$ cat src/rtl/elevator_pkg.sv
// Shared types and constants for the 4-floor elevator scheduler.
package elevator_pkg;

    localparam int NUM_FLOORS = 4;

    typedef logic [1:0] floor_t;

    localparam floor_t FLOOR0 = 2'd0;
    localparam floor_t FLOOR1 = 2'd1;
    localparam floor_t FLOOR2 = 2'd2;
    localparam floor_t FLOOR3 = 2'd3;

    typedef enum logic [1:0] {
        IDLE      = 2'd0,
        MOVE_UP   = 2'd1,
        MOVE_DOWN = 2'd2,
        DOOR      = 2'd3
    } sched_state_t;

    function automatic logic [NUM_FLOORS-1:0] floor_onehot(input floor_t f);
        return {{(NUM_FLOORS-1){1'b0}}, 1'b1} << f;
    endfunction

endpackage

$ cat src/rtl/elevator_target_sel.sv
// Priority scan over the pending-call register: nearest pending floor
// strictly above and strictly below the current floor.
module elevator_target_sel
    import elevator_pkg::*;
(
    input  logic [NUM_FLOORS-1:0] i_pending,
    input  floor_t                i_floor,
    output logic                  o_any_above,
    output logic                  o_any_below,
    output floor_t                o_next_above,
    output floor_t                o_next_below
);

    logic w_hit;

    // Downward scan for "above" and upward scan for "below" so the nearest floor wins.
    always_comb begin
        o_any_above  = 1'b0;
        o_any_below  = 1'b0;
        o_next_above = i_floor;
        o_next_below = i_floor;
        w_hit        = 1'b0;
        for (int i = NUM_FLOORS - 1; i >= 0; i--) begin
            w_hit        = i_pending[i] && (i > int'(i_floor));
            o_any_above  = o_any_above | w_hit;
            o_next_above = w_hit ? floor_t'(i) : o_next_above;
        end
        for (int i = 0; i < NUM_FLOORS; i++) begin
            w_hit        = i_pending[i] && (i < int'(i_floor));
            o_any_below  = o_any_below | w_hit;
            o_next_below = w_hit ? floor_t'(i) : o_next_below;
        end
    end

endmodule

$ cat src/rtl/elevator_scheduler.sv
// Collective-control SCAN scheduler: latches floor calls, steers the
// elevator FSM via target/stop, and times the door dwell.
module elevator_scheduler #(
    parameter int NUM_FLOORS   = 4,
    parameter int DWELL_CYCLES = 4
) (
    input  logic                  i_clk,
    input  logic                  i_rst_n,
    input  logic [NUM_FLOORS-1:0] i_call_req,
    input  logic                  i_hold,
    input  logic [1:0]            i_floor,
    output logic [1:0]            o_target,
    output logic                  o_stop,
    output logic                  o_door_open,
    output logic                  o_dir_up,
    output logic [NUM_FLOORS-1:0] o_pending
);
    import elevator_pkg::*;

    localparam int DW = $clog2(DWELL_CYCLES + 1);
    localparam logic [DW-1:0] DWELL_LOAD = DW'(DWELL_CYCLES - 1);

    sched_state_t          r_state;
    logic [NUM_FLOORS-1:0] r_pending;
    logic                  r_dir_up;
    logic [DW-1:0]         r_dwell;

    sched_state_t          w_state_n;
    logic                  w_dir_n;
    logic [DW-1:0]         w_dwell_n;
    logic [NUM_FLOORS-1:0] w_pending_n;
    logic [NUM_FLOORS-1:0] w_floor_oh;
    logic                  w_here;
    logic                  w_any_above;
    logic                  w_any_below;
    floor_t                w_next_above;
    floor_t                w_next_below;
    floor_t                w_tgt_up;
    floor_t                w_tgt_down;

    elevator_target_sel u_target_sel (
        .i_pending    (r_pending),
        .i_floor      (i_floor),
        .o_any_above  (w_any_above),
        .o_any_below  (w_any_below),
        .o_next_above (w_next_above),
        .o_next_below (w_next_below)
    );

    assign w_floor_oh = floor_onehot(i_floor);
    assign w_here     = |(r_pending & w_floor_oh);
    // A pending call at the current floor pins the target so the car settles here.
    assign w_tgt_up   = w_here ? i_floor : (w_any_above ? w_next_above : i_floor);
    assign w_tgt_down = w_here ? i_floor : (w_any_below ? w_next_below : i_floor);
    assign o_dir_up   = r_dir_up;
    assign o_pending  = r_pending;

    // Outputs decoded from state, floor and pending; hold always forces a stop.
    always_comb begin
        o_target    = i_floor;
        o_stop      = 1'b1;
        o_door_open = 1'b0;
        case (r_state)
            MOVE_UP: begin
                o_target = w_tgt_up;
                o_stop   = i_hold;
            end
            MOVE_DOWN: begin
                o_target = w_tgt_down;
                o_stop   = i_hold;
            end
            DOOR: begin
                o_door_open = 1'b1;
            end
            default: begin
                o_target = i_floor;
                o_stop   = 1'b1;
            end
        endcase
    end

    // Next-state, sweep direction and dwell counter; everything freezes under hold.
    always_comb begin
        w_state_n = r_state;
        w_dir_n   = r_dir_up;
        w_dwell_n = r_dwell;
        if (i_hold) begin
            w_state_n = r_state;
        end else begin
            case (r_state)
                IDLE: begin
                    if (w_here) begin
                        w_state_n = DOOR;
                        w_dwell_n = DWELL_LOAD;
                    end else if (w_any_above && w_any_below) begin
                        w_state_n = r_dir_up ? MOVE_UP : MOVE_DOWN;
                    end else if (w_any_above) begin
                        w_state_n = MOVE_UP;
                        w_dir_n   = 1'b1;
                    end else if (w_any_below) begin
                        w_state_n = MOVE_DOWN;
                        w_dir_n   = 1'b0;
                    end else begin
                        w_state_n = IDLE;
                    end
                end
                MOVE_UP: begin
                    if (w_here) begin
                        w_state_n = DOOR;
                        w_dwell_n = DWELL_LOAD;
                    end else if (!w_any_above) begin
                        w_state_n = IDLE;
                    end else begin
                        w_state_n = MOVE_UP;
                    end
                end
                MOVE_DOWN: begin
                    if (w_here) begin
                        w_state_n = DOOR;
                        w_dwell_n = DWELL_LOAD;
                    end else if (!w_any_below) begin
                        w_state_n = IDLE;
                    end else begin
                        w_state_n = MOVE_DOWN;
                    end
                end
                DOOR: begin
                    if (|(i_call_req & w_floor_oh)) begin
                        w_dwell_n = DWELL_LOAD;
                    end else if (r_dwell != {DW{1'b0}}) begin
                        w_dwell_n = r_dwell - DW'(1);
                    end else if (r_dir_up ? w_any_above : w_any_below) begin
                        w_state_n = r_dir_up ? MOVE_UP : MOVE_DOWN;
                    end else if (r_dir_up ? w_any_below : w_any_above) begin
                        w_state_n = r_dir_up ? MOVE_DOWN : MOVE_UP;
                        w_dir_n   = ~r_dir_up;
                    end else begin
                        w_state_n = IDLE;
                    end
                end
                default: begin
                    w_state_n = IDLE;
                end
            endcase
        end
        // Clear beats set: calls at the floor being serviced are absorbed.
        w_pending_n = (r_pending | i_call_req) &
                      ~((w_state_n == DOOR) ? w_floor_oh : {NUM_FLOORS{1'b0}});
    end

    // State, pending calls, direction and dwell registers with synchronous reset.
    always_ff @(posedge i_clk) begin
        if (!i_rst_n) begin
            r_state   <= IDLE;
            r_pending <= {NUM_FLOORS{1'b0}};
            r_dir_up  <= 1'b1;
            r_dwell   <= {DW{1'b0}};
        end else begin
            r_state   <= w_state_n;
            r_pending <= w_pending_n;
            r_dir_up  <= w_dir_n;
            r_dwell   <= w_dwell_n;
        end
    end

endmodule
$ cat config.mk
export PLATFORM = sky130hd
export DESIGN_NAME = elevator_scheduler
export DESIGN_NICKNAME = d
export VERILOG_FILES = /design/src/rtl/elevator_pkg.sv /design/src/rtl/elevator_target_sel.sv /design/src/rtl/elevator_scheduler.sv
export SDC_FILE = /design/constraint.sdc
export NUM_CORES = 1
export LEC_CHECK = 0
export CELL_PAD_IN_SITES_DETAIL_PLACEMENT = 0
export CELL_PAD_IN_SITES_GLOBAL_PLACEMENT = 1
export CORE_MARGIN = 8
export CORE_UTILIZATION = 34
export CTS_CLUSTER_SIZE = 28
export DETAILED_ROUTE_END_ITERATION = 10
export PLACE_DENSITY_LB_ADDON = 0.12
export SLEW_MARGIN = 25
export SYNTH_ARGS = -nofsm -noshare
export SYNTH_HDL_FRONTEND = slang
export SYNTH_HIERARCHICAL = 1
export SYNTH_SLANG_ARGS = --single-unit
$ cat constraint.sdc
create_clock -name i_clk -period 1.7 [get_ports i_clk]
set_input_delay 0.34 -clock i_clk [delete_from_list [all_inputs] [get_ports i_clk]]
set_output_delay 0.34 -clock i_clk [all_outputs]
set_load 0.01 [all_outputs]
==> flow_summary.ini, run 1 <==
[clock_tree]
clk_transition_reported_paths_ps = 70
clkLatencyLatePin_ps = 250
tritoncts_clock_tree = yes
cts-buffers-inserted = 3
htree_levels = 1
clock_sinks = 10
cts_max_path_buffers = 2
post_cts_hold_buffer_count = 0
buffer_cell_driving_the_clock_tree_root = sky130_fd_sc_hd__clkbuf_4

[routing]
route.antenna.remaining_nets = 0
drc_errors = 0
dr.pass1.iters = 4
drt_first_iter_violations = 32
wire_length_per_cell_um = 14.9
vias_per_cell = 5.37
vias_post_dr = 1117
postRouteWirelength_um = 3090

[timing]
slew-limit-headroom_pct = 80.5
fin_worst_skew_ps = 3.13
hold-worst-slack_ps = 475
post-route-worst-setup-slack_ps = -380
number_of_setup_violations_in_the_final_report = 9
fin_tns_setup_ps = -2990
tightest_slew_ps = 293
min_period_over_period_pct = 122
post_route_minimum_period_ps = 2080
report.final.slew_viol_count = 0
setup_repair_after_global_routing_missed_its_margin = yes
max_clk_rate_mhz = 481
hold_viol_final = 0

[setup_path]
cp_max_fo = 4
timing_worst_setup_path_type = flop to primary output
buffer_and_inverter_count_on_the_worst_path = 1
timing.critical_path.mode_cell = sky130_fd_sc_hd__o21ai_1
regToRegSetupSlack_ps = -380
crit_startpoint = o_pending[3]
worst_path_dominant_cell_family = multiplexers
worst_ep_required_time_ps = 1360
critical_path.cell_chain = mux4_2 > o21ai_1 > nand2_1 > a22oi_1 > o21ai_1 > buf_2
crit_slowest_cell = sky130_fd_sc_hd__mux4_2
cp-end-kind = primary output
worst_ep_arrival_ps = 1740
critical_path.max_stage_delay_ps = 530
worstSetupStartpointType = flop
worstReg2RegStart = o_pending[3]

[cells_and_area]
layoutNonFillerInstCount = 208
layout_cells_sized_above_1_pct = 48.6
multi_input_comb_area_um2 = 910
final_area_mm2 = 0.00168
final_antenna_diode_count = 0
finish.net_count = 194
growth_of_design_area_from_synthesis_to_finish_pct = 69.0
register_area_um2 = 210
layout.filler_cells = 246

[synthesis]
ys_ff_latch = 10
synth_net_count = 140
synth_ff_type = sky130_fd_sc_hd__dfxtp_1
synth_top_cell_by_area = sky130_fd_sc_hd__dfxtp_1
syn_area_um2 = 996
syn_area_per_cell_um2 = 7.97
synth-edff-count = 0
synthDistinctLibCells = 43
sequential_cell_area_fraction_in_the_yosys_report_pct = 20.1
synthTopCellsByArea = sky130_fd_sc_hd__dfxtp_1 20%, sky130_fd_sc_hd__ha_1 7.5%, sky130_fd_sc_hd__mux2i_1 6.0%
yosys-top-cells-count = 12 x sky130_fd_sc_hd__inv_1, 12 x sky130_fd_sc_hd__nand2_1, 10 x sky130_fd_sc_hd__dfxtp_1
synth_async_sr_flop_share_pct = 0
synth_top_cell_area_share_pct = 20.1
synth_warnings = 6
syn-instance-count = 125

[die]
fp.dieW_um = 70.1
fp-row-count = 19
start_util_pct = 35.8
dieHeight_um = 70.1
design.portCount = 18
core_area_mm2 = 0.00278
die_area_mm2 = 0.00492

[placement]
post_dp_cell_area_mm2 = 0.00144
portBuffers = 17
gpl.final_weighted_congestion = 0.886
dp_cells = 200
hpwl_um = 2330

[grt]
grtUsageMet2_pct = 21.5
use_met1_pct = 15.9
groute.layer.met3.usage_pct = 2.12
global_route.usage.total_pct = 12.6
largest_net_degree_at_the_start_of_global_routing = 17
antenna_found_initial = 0
grt_first_pass_wirelength_um = 5400
grt-ovfl-total = 0
globalRoute.busiestLayer = met2
first_global_vias = 1151

[power_and_ir_drop]
post-layout-total-power_w = 0.00107
power.density_mw_per_mm2 = 635
power_leakage_nw = 0.717
power.ir.vdd_worst_mv = 0.449

[worst_hold_path]
hold_wc_startpoint = r_dwell[2]
hp-class = flop to flop

[status]
failed_checks = setup timing
outcome = finished, violations left

[run]
cap_viol_max_count = 0
-- report_power, final --
group          leakage, nW  internal, W  switching [W]  total, W
logic                0.619     0.000330       0.000301  0.000630
registers           0.0842     0.000261      0.0000201  0.000281
clock network       0.0138    0.0000815      0.0000762  0.000158
total                0.717     0.000672       0.000397   0.00107
-- state kept, by name (all words and copies together), names as in the netlist --
register and cells:
o_dir_up 1, o_pending 4, r_dwell 3, r_state 2
-- final cells by class --
type,instances,area share [%]
clock buffer,3,1.34
inverter,12,2.68
multi-input combinational,98,54.1
sequential,10,12.5
tap,31,2.30
timing repair buffer,54,27.1
-- worst paths after layout --
| kind | to | cells after the start |
|---|---|---|
| max reg2reg | r_state[1] | 6 |
| max | o_target[0] | 6 |
| min | r_dwell[2] | 2 |
| min reg2reg | r_dwell[2] | 2 |
-- worst reg2reg max path: stages, from the launching register on --
cell and delay [ps]:
sky130_fd_sc_hd__dfxtp_2 330, sky130_fd_sc_hd__mux4_2 530, sky130_fd_sc_hd__buf_4 160, sky130_fd_sc_hd__buf_6 120
sky130_fd_sc_hd__o32a_1 150, sky130_fd_sc_hd__o41a_1 490, sky130_fd_sc_hd__and2_1 180
-- cells in the final DEF (no fill, tap or decap), types with 4 or more instances in the layout --
cell	instances
sky130_fd_sc_hd__a21oi_1	6
sky130_fd_sc_hd__a41oi_2	4
sky130_fd_sc_hd__and2_1	4
sky130_fd_sc_hd__buf_2	4
sky130_fd_sc_hd__buf_4	29
sky130_fd_sc_hd__buf_6	8
sky130_fd_sc_hd__clkdlybuf4s50_1	9
sky130_fd_sc_hd__dfxtp_2	8
sky130_fd_sc_hd__inv_1	12
sky130_fd_sc_hd__mux2i_1	6
sky130_fd_sc_hd__nand2_1	11
sky130_fd_sc_hd__nor2_1	7
sky130_fd_sc_hd__o21ai_0	5
sky130_fd_sc_hd__o21ai_1	4
-- per-layer routing --
metal | part of all wire, % | up-vias
li1 | - | 563
met1 | 48 | 540
met2 | 49 | 12
met3 | 1.9 | 2
met4 | 0.61 | 0
met5 | 0 | -
-- kinds of logic (layout without fill, tap and decap cells) --
logic type | count (synthesis) | after routing | share of synthesized area, %
AND/OR/NAND/NOR | 42 | 42 | 22.0
buffers and inverters | 17 | 69 | 7.29
multiplexers | 10 | 10 | 12.8
AO/OA/AOI/OAI | 40 | 40 | 30.3
flip-flops | 10 | 10 | 20.1
adder cells (fa/ha/maj) | 6 | 6 | 7.54
-- per-stage QoR --
step	util, %	worst slack (ps)
after floorplan	-	-30.1
after global placement	51.7	-1020
after detailed placement	51.7	-1100
after CTS	56.5	-380
after global routing	60.5	-442
final	60.5	-380
-- what timing repair did --
action,in CTS,in global routing
resized for setup,43,22
setup buffers,3,2
pin swaps,13,17
endpoints found under the setup margin,14,14
Power figures use the tool's default switching activity.
==> inputs of run 2 (changes only) <==
--- a/config.mk
+++ b/config.mk
@@ -8,12 +8,12 @@
 export CELL_PAD_IN_SITES_DETAIL_PLACEMENT = 0
 export CELL_PAD_IN_SITES_GLOBAL_PLACEMENT = 1
 export CORE_MARGIN = 8
-export CORE_UTILIZATION = 34
+export CORE_UTILIZATION = 33
 export CTS_CLUSTER_SIZE = 28
 export DETAILED_ROUTE_END_ITERATION = 10
+export GPL_TIMING_DRIVEN = 0
 export PLACE_DENSITY_LB_ADDON = 0.12
 export SLEW_MARGIN = 25
 export SYNTH_ARGS = -nofsm -noshare
 export SYNTH_HDL_FRONTEND = slang
-export SYNTH_HIERARCHICAL = 1
 export SYNTH_SLANG_ARGS = --single-unit
==> run 2 against run 1 <==
Effect of this change: the run still ends with setup timing left; fmax up 1.8%; combinational power down 18%; hold slack worse by 77 ps; global-route usage down 0.26 points; area after synthesis down 6.0%; design area down 12%; count of clock-buffer cells in the layout unchanged; critical path type is now flop to flop; routed wire length down 1.6%; sequential power up 7%; highest routed layer unchanged; synthesized cell count down 0.80%.
==> flow_summary.ini, run 2 <==
[status]
outcome = finished, violations left
failed_checks = setup timing

[die]
design.portCount = 18
core_area_mm2 = 0.00273
die_area_mm2 = 0.00480
fp-row-count = 19
dieHeight_um = 69.3
fp.dieW_um = 69.3
start_util_pct = 34.2

[timing]
tightest_slew_ps = 395
max_clk_rate_mhz = 490
number_of_setup_violations_in_the_final_report = 10
fin_tns_setup_ps = -2760
hold_viol_final = 0
slew-limit-headroom_pct = 73.7
setup_repair_after_global_routing_missed_its_margin = yes
min_period_over_period_pct = 120
post_route_minimum_period_ps = 2040
post-route-worst-setup-slack_ps = -342
report.final.slew_viol_count = 0
fin_worst_skew_ps = 3.33

[setup_path]
worstSetupStartpointType = flop
cp-end-kind = flop
cp_max_fo = 5
worst_ep_arrival_ps = 2220
timing_worst_setup_path_type = flop to flop
regToRegSetupSlack_ps = -340
worst_ep_required_time_ps = 1880

[grt]
first_global_vias = 1125
largest_net_degree_at_the_start_of_global_routing = 12
antenna_found_initial = 0
global_route.usage.total_pct = 12.3
grt_first_pass_wirelength_um = 5170
grt-ovfl-total = 0

[placement]
portBuffers = 14
gpl.final_weighted_congestion = 0.823
dp_cells = 169
hpwl_um = 2050

[synthesis]
synthDistinctLibCells = 37
synth-edff-count = 0
yosysMostFrequentCell = sky130_fd_sc_hd__o21ai_0
synth_async_sr_flop_share_pct = 0
ys_ff_latch = 10
yosys-top-cells-count = 14 x sky130_fd_sc_hd__o21ai_0, 12 x sky130_fd_sc_hd__nor2_1, 10 x sky130_fd_sc_hd__dfxtp_1
synth_top_cell_area_share_pct = 21.4
syn_area_per_cell_um2 = 7.55
syn_area_um2 = 936
synth_net_count = 140
sequential_cell_area_fraction_in_the_yosys_report_pct = 21.4
synth_top_cell_by_area = sky130_fd_sc_hd__dfxtp_1
syn-instance-count = 124
synth_ff_type = sky130_fd_sc_hd__dfxtp_1
synth_warnings = 0
synthTopCellsByArea = sky130_fd_sc_hd__dfxtp_1 21%, sky130_fd_sc_hd__ha_1 9.4%, sky130_fd_sc_hd__o21ai_0 7.5%

[cells_and_area]
layout_cells_sized_above_1_pct = 42.2
mostFrequentLayoutCells = 13 x sky130_fd_sc_hd__buf_4, 10 x sky130_fd_sc_hd__nor2_1, 9 x sky130_fd_sc_hd__nand2_1, 9 x sky130_fd_sc_hd__o21ai_0
layout_commonest_cell = sky130_fd_sc_hd__buf_4
final_antenna_diode_count = 0
largest_register_ff_count = 4
layoutNonFillerInstCount = 185
finish.net_count = 172
growth_of_design_area_from_synthesis_to_finish_pct = 57.6
utilization_pct = 54.0

[clock_tree]
cts-buffers-inserted = 3
htree_levels = 1
tritoncts_clock_tree = yes
clk_transition_reported_paths_ps = 60
post_cts_hold_buffer_count = 0
buffer_cell_driving_the_clock_tree_root = sky130_fd_sc_hd__clkbuf_4
clkLatencyLatePin_ps = 260
clock_sinks = 10
cts_max_path_buffers = 2

[power_and_ir_drop]
power.ir.vdd_worst_mv = 0.623
swShare_pct = 38.5
power.clock.fraction_pct = 16.1
seq_power_share_pct = 30.7
switchingPower_w = 0.000375
p_int_w = 0.000599
power_leakage_nw = 0.543
power.density_mw_per_mm2 = 661
portion_of_total_power_attributed_to_combinational_logic_pct = 53.2

[routing]
route.antenna.remaining_nets = 0
vias_per_cell = 5.78
dr.pass1.iters = 4
drc_errors = 0
vias_post_dr = 1069
wire_length_per_cell_um = 16.5
postRouteWirelength_um = 3050
drt_first_iter_violations = 40

[run]
cap_viol_max_count = 0

[worst_hold_path]
hp-class = input port to flop
run 2: cell types whose count changed in the layout (fill, tap and decap cells not counted), sizes merged, moves of 3 or more:
cell	before	now
buf	41	22
a211oi	0	5
clkdlybuf4s50	9	6
nor2	7	13
inv	12	9
mux2i	6	1
mux2	3	0
o21ai	9	15
dlygate4sd2	1	5
nand2	12	9
run 2: critical path, stage by stage (launching register included):
cell,delay [ps]
sky130_fd_sc_hd__dfxtp_4,390
sky130_fd_sc_hd__inv_6,50
sky130_fd_sc_hd__ha_4,170
sky130_fd_sc_hd__nor2_4,110
sky130_fd_sc_hd__a211oi_1,50
sky130_fd_sc_hd__or4_4,520
sky130_fd_sc_hd__a211oi_2,210
sky130_fd_sc_hd__a222oi_1,130
sky130_fd_sc_hd__buf_4,180
sky130_fd_sc_hd__a31oi_1,160
run 2: per-layer routing:
layer	track usage (%)	share of wire [%]	routed length, um	vias to the layer above
met4	2.28	0.69	21	0
met5	0	0	0	-
li1	-	-	-	514
met3	4.01	4.5	138	2
met2	21.0	51	1560	29
met1	14.6	44	1330	524
run 2: power by group through the flow:
stage / clock (W) / sequential [W] / combinational [W]
2_1_floorplan: 0 / 0.000283 / 0.000247
3_3_place_gp: 0 / 0.000281 / 0.000381
3_5_place_dp: 0 / 0.000282 / 0.000376
4_1_cts: 0.000166 / 0.000292 / 0.000469
5_1_grt: 0.000179 / 0.000304 / 0.000561
6_report: 0.000157 / 0.000300 / 0.000518
run 2: kinds of logic after synthesis:
family,share of synthesized area (%)
AOI/OAI and AO/OA,32.6
and+or+nand+nor,22.5
DFF,21.4
adders and majority gates,9.36
buffers and inverters,8.29
muxes,5.88
run 2: cell type report:
type	instances	area, um^2
Tap cell	31	38.8
Clock buffer	3	22.5
Buffer	6	52.6
Timing Repair Buffer	29	246
Inverter	9	43.8
Sequential cell	10	215
Fill cell	244	1260
Multi-Input combinational cell	97	856
run 2: path summary, 6_finish.rpt:
| kind | startpoint | endpoint | cells past startpoint |
|---|---|---|---|
| hold reg to reg | r_dwell[0] | r_dwell[0] | 1 |
| setup reg to reg | r_state[0] | o_pending[1] | 9 |
| hold / removal | i_rst_n | o_dir_up | 2 |
| setup / recovery | r_state[0] | o_pending[1] | 9 |
run 2: per-stage QoR:
stage          instance area (um^2)  worst slack, ps  hold slack, ps  total power [W]
2_1_floorplan                   962             -299             445         0.000530
3_3_place_gp                   1140            -1000             469         0.000662
3_5_place_dp                   1140             -977             488         0.000658
4_1_cts                        1380             -303             379         0.000927
5_1_grt                        1480             -394             411          0.00104
6_report                       1480             -342             398         0.000975
run 2: repair_timing:
action,4_1_cts,5_1_grt
resized for setup,50,25
buffers inserted,12,3
setup endpoints to repair,14,15
gates cloned,0,0
pin swaps,12,8
==> inputs of run 3 (changes only) <==
--- a/config.mk
+++ b/config.mk
@@ -13,6 +13,7 @@
 export DETAILED_ROUTE_END_ITERATION = 10
 export GPL_TIMING_DRIVEN = 0
 export PLACE_DENSITY_LB_ADDON = 0.12
+export SETUP_SLACK_MARGIN = 0.05
 export SLEW_MARGIN = 25
 export SYNTH_ARGS = -nofsm -noshare
 export SYNTH_HDL_FRONTEND = slang
==> run 3 against run 2 <==
Effect of this change: utilization fell by 1.8 points; non-clock buffer count fell by 4; the flow still finishes with violations (setup timing); largest power group unchanged; critical path depth fell by 1.
==> flow_summary.ini, run 3 (synthesis results as in run 2) <==
[cells_and_area]
final_area_mm2 = 0.00143
layout.filler_cells = 263
finish.net_count = 168
utilization_pct = 52.2
layoutNonFillerInstCount = 182
growth_of_design_area_from_synthesis_to_finish_pct = 52.4
final_antenna_diode_count = 0
layout_cells_sized_above_1_pct = 38.4
mostFrequentLayoutCells = 12 x sky130_fd_sc_hd__buf_4, 11 x sky130_fd_sc_hd__nor2_1, 9 x sky130_fd_sc_hd__nand2_1
layout_commonest_cell = sky130_fd_sc_hd__buf_4
largest_register_ff_count = 4

[timing]
setup_repair_after_global_routing_missed_its_margin = yes
number_of_setup_violations_in_the_final_report = 10
slew-limit-headroom_pct = 73.0
post-route-worst-setup-slack_ps = -282
fin_worst_skew_ps = 1.70
post_route_minimum_period_ps = 1980
max_clk_rate_mhz = 505
min_period_over_period_pct = 117
report.final.slew_viol_count = 0
tightest_slew_ps = 404
hold_viol_final = 0

[placement]
gpl.final_weighted_congestion = 0.822
dp_cells = 169
portBuffers = 14
preCtsSetupSlack_ps = -1030
post_dp_cell_area_mm2 = 0.00117
hpwl_um = 2040

[clock_tree]
post_cts_hold_buffer_count = 0
tritoncts_clock_tree = yes
clk_transition_reported_paths_ps = 70
cts_max_path_buffers = 2
buffer_cell_driving_the_clock_tree_root = sky130_fd_sc_hd__clkbuf_4
cts-buffers-inserted = 3
clkLatencyLatePin_ps = 270
clock_sinks = 10
htree_levels = 1

[routing]
drc_errors = 0
route.antenna.remaining_nets = 0
wire_length_per_cell_um = 15.8
drt_first_iter_violations = 47
vias_per_cell = 5.74
postRouteWirelength_um = 2880
vias_post_dr = 1045
dr.pass1.iters = 4

[worst_hold_path]
hp-class = input port to flop

[power_and_ir_drop]
p_int_w = 0.000631
swShare_pct = 37.5
seq_power_share_pct = 29.3
power.density_mw_per_mm2 = 708
portion_of_total_power_attributed_to_combinational_logic_pct = 49.0
power_leakage_nw = 0.524
switchingPower_w = 0.000379
power.clock.fraction_pct = 21.7
power.ir.vdd_worst_mv = 0.477
post-layout-total-power_w = 0.00101

[setup_path]
buffer_and_inverter_count_on_the_worst_path = 2
worstSetupStartpointType = input port
crit_slowest_cell = sky130_fd_sc_hd__mux4_2
worst_path_dominant_cell_family = multiplexers
timing_worst_setup_path_type = input port to flop
critical_path.cell_chain = dlygate4sd2_1 > mux4_2 > nand2b_4 > nor2_4 > nand2b_1 > a222oi_1 > buf_4 > a41oi_2
worst_ep_arrival_ps = 2120
cp_max_fo = 5
worst_ep_required_time_ps = 1840
critical_path.max_stage_delay_ps = 530
cp-end-kind = flop

[grt]
antenna_found_initial = 0
grt-ovfl-total = 0
largest_net_degree_at_the_start_of_global_routing = 12
grt_first_pass_wirelength_um = 4840
first_global_vias = 1026
global_route.usage.total_pct = 11.7

[die]
dieHeight_um = 69.3
fp-row-count = 19
die_area_mm2 = 0.00480
start_util_pct = 34.2
core_area_mm2 = 0.00273
design.portCount = 18
fp.dieW_um = 69.3

[status]
failed_checks = setup timing
outcome = finished, violations left

[run]
cap_viol_max_count = 0
[run 3: cell types whose count changed in the layout (fill, tap and decap cells not counted), sizes merged]
cell / previous run / this run
clkdlybuf4s15: 0 / 1
clkdlybuf4s50: 6 / 5
buf: 22 / 19
[run 3: through the flow]
step / hold slack [ps] / setup TNS, ps
final: 407 / -2150
after global placement: 469 / -8060
after global routing: 428 / -2940
after CTS: 399 / -2360
after floorplan: 445 / -1600
after detailed placement: 474 / -8210
[run 3: cell type report]
class                      instances  area, um^2  area share [%]
sequential                        10         213            14.9
clock buffer                       4        36.3            2.54
buffer                             6        56.3            3.95
inverter                           9        46.3            3.25
timing repair buffer              25         201            14.1
tap                               31        38.8            2.72
multi-input combinational         97         835            58.5
[run 3: path summary, 6_finish.rpt]
| check | start | slack [ps] | cells past startpoint | to |
|---|---|---|---|---|
| hold / removal | i_rst_n | 410 | 2 | o_dir_up |
| setup / recovery | i_call_req[3] | -280 | 8 | o_pending[2] |
| hold reg to reg | r_dwell[0] | 490 | 1 | r_dwell[0] |
| setup reg to reg | r_state[0] | -280 | 9 | o_pending[2] |
[run 3: layer usage]
layer,vias to the layer above,track usage [%],share of wire [%]
met4,0,2.28,2.4
met1,494,14.3,44
met2,35,19.5,49
li1,510,-,-
met3,6,3.72,4.8
met5,-,0,0
[run 3: worst register-to-register path: cells and delay by family, from the launching register on]
| family | cells | cell delay [ps] |
|---|---|---|
| compound gates | 4 | 490 |
| simple gates | 2 | 610 |
| buf+inv | 2 | 230 |
| flops | 1 | 390 |
| fa+ha+maj | 1 | 170 |
[run 3: repair_timing]
item,CTS,global route
buffers inserted,7,4
setup endpoints to repair,14,13
gates cloned,0,0
pin swaps,9,7
gates resized for setup,56,8
[run 3: power groups by stage]
stage	sequential, W	clock (W)	combinational [W]
4_1_cts	0.000295	0.000228	0.000466
3_3_place_gp	0.000281	0	0.000393
2_1_floorplan	0.000283	0	0.000258
5_1_grt	0.000300	0.000246	0.000536
6_report	0.000296	0.000219	0.000495
3_5_place_dp	0.000282	0	0.000389
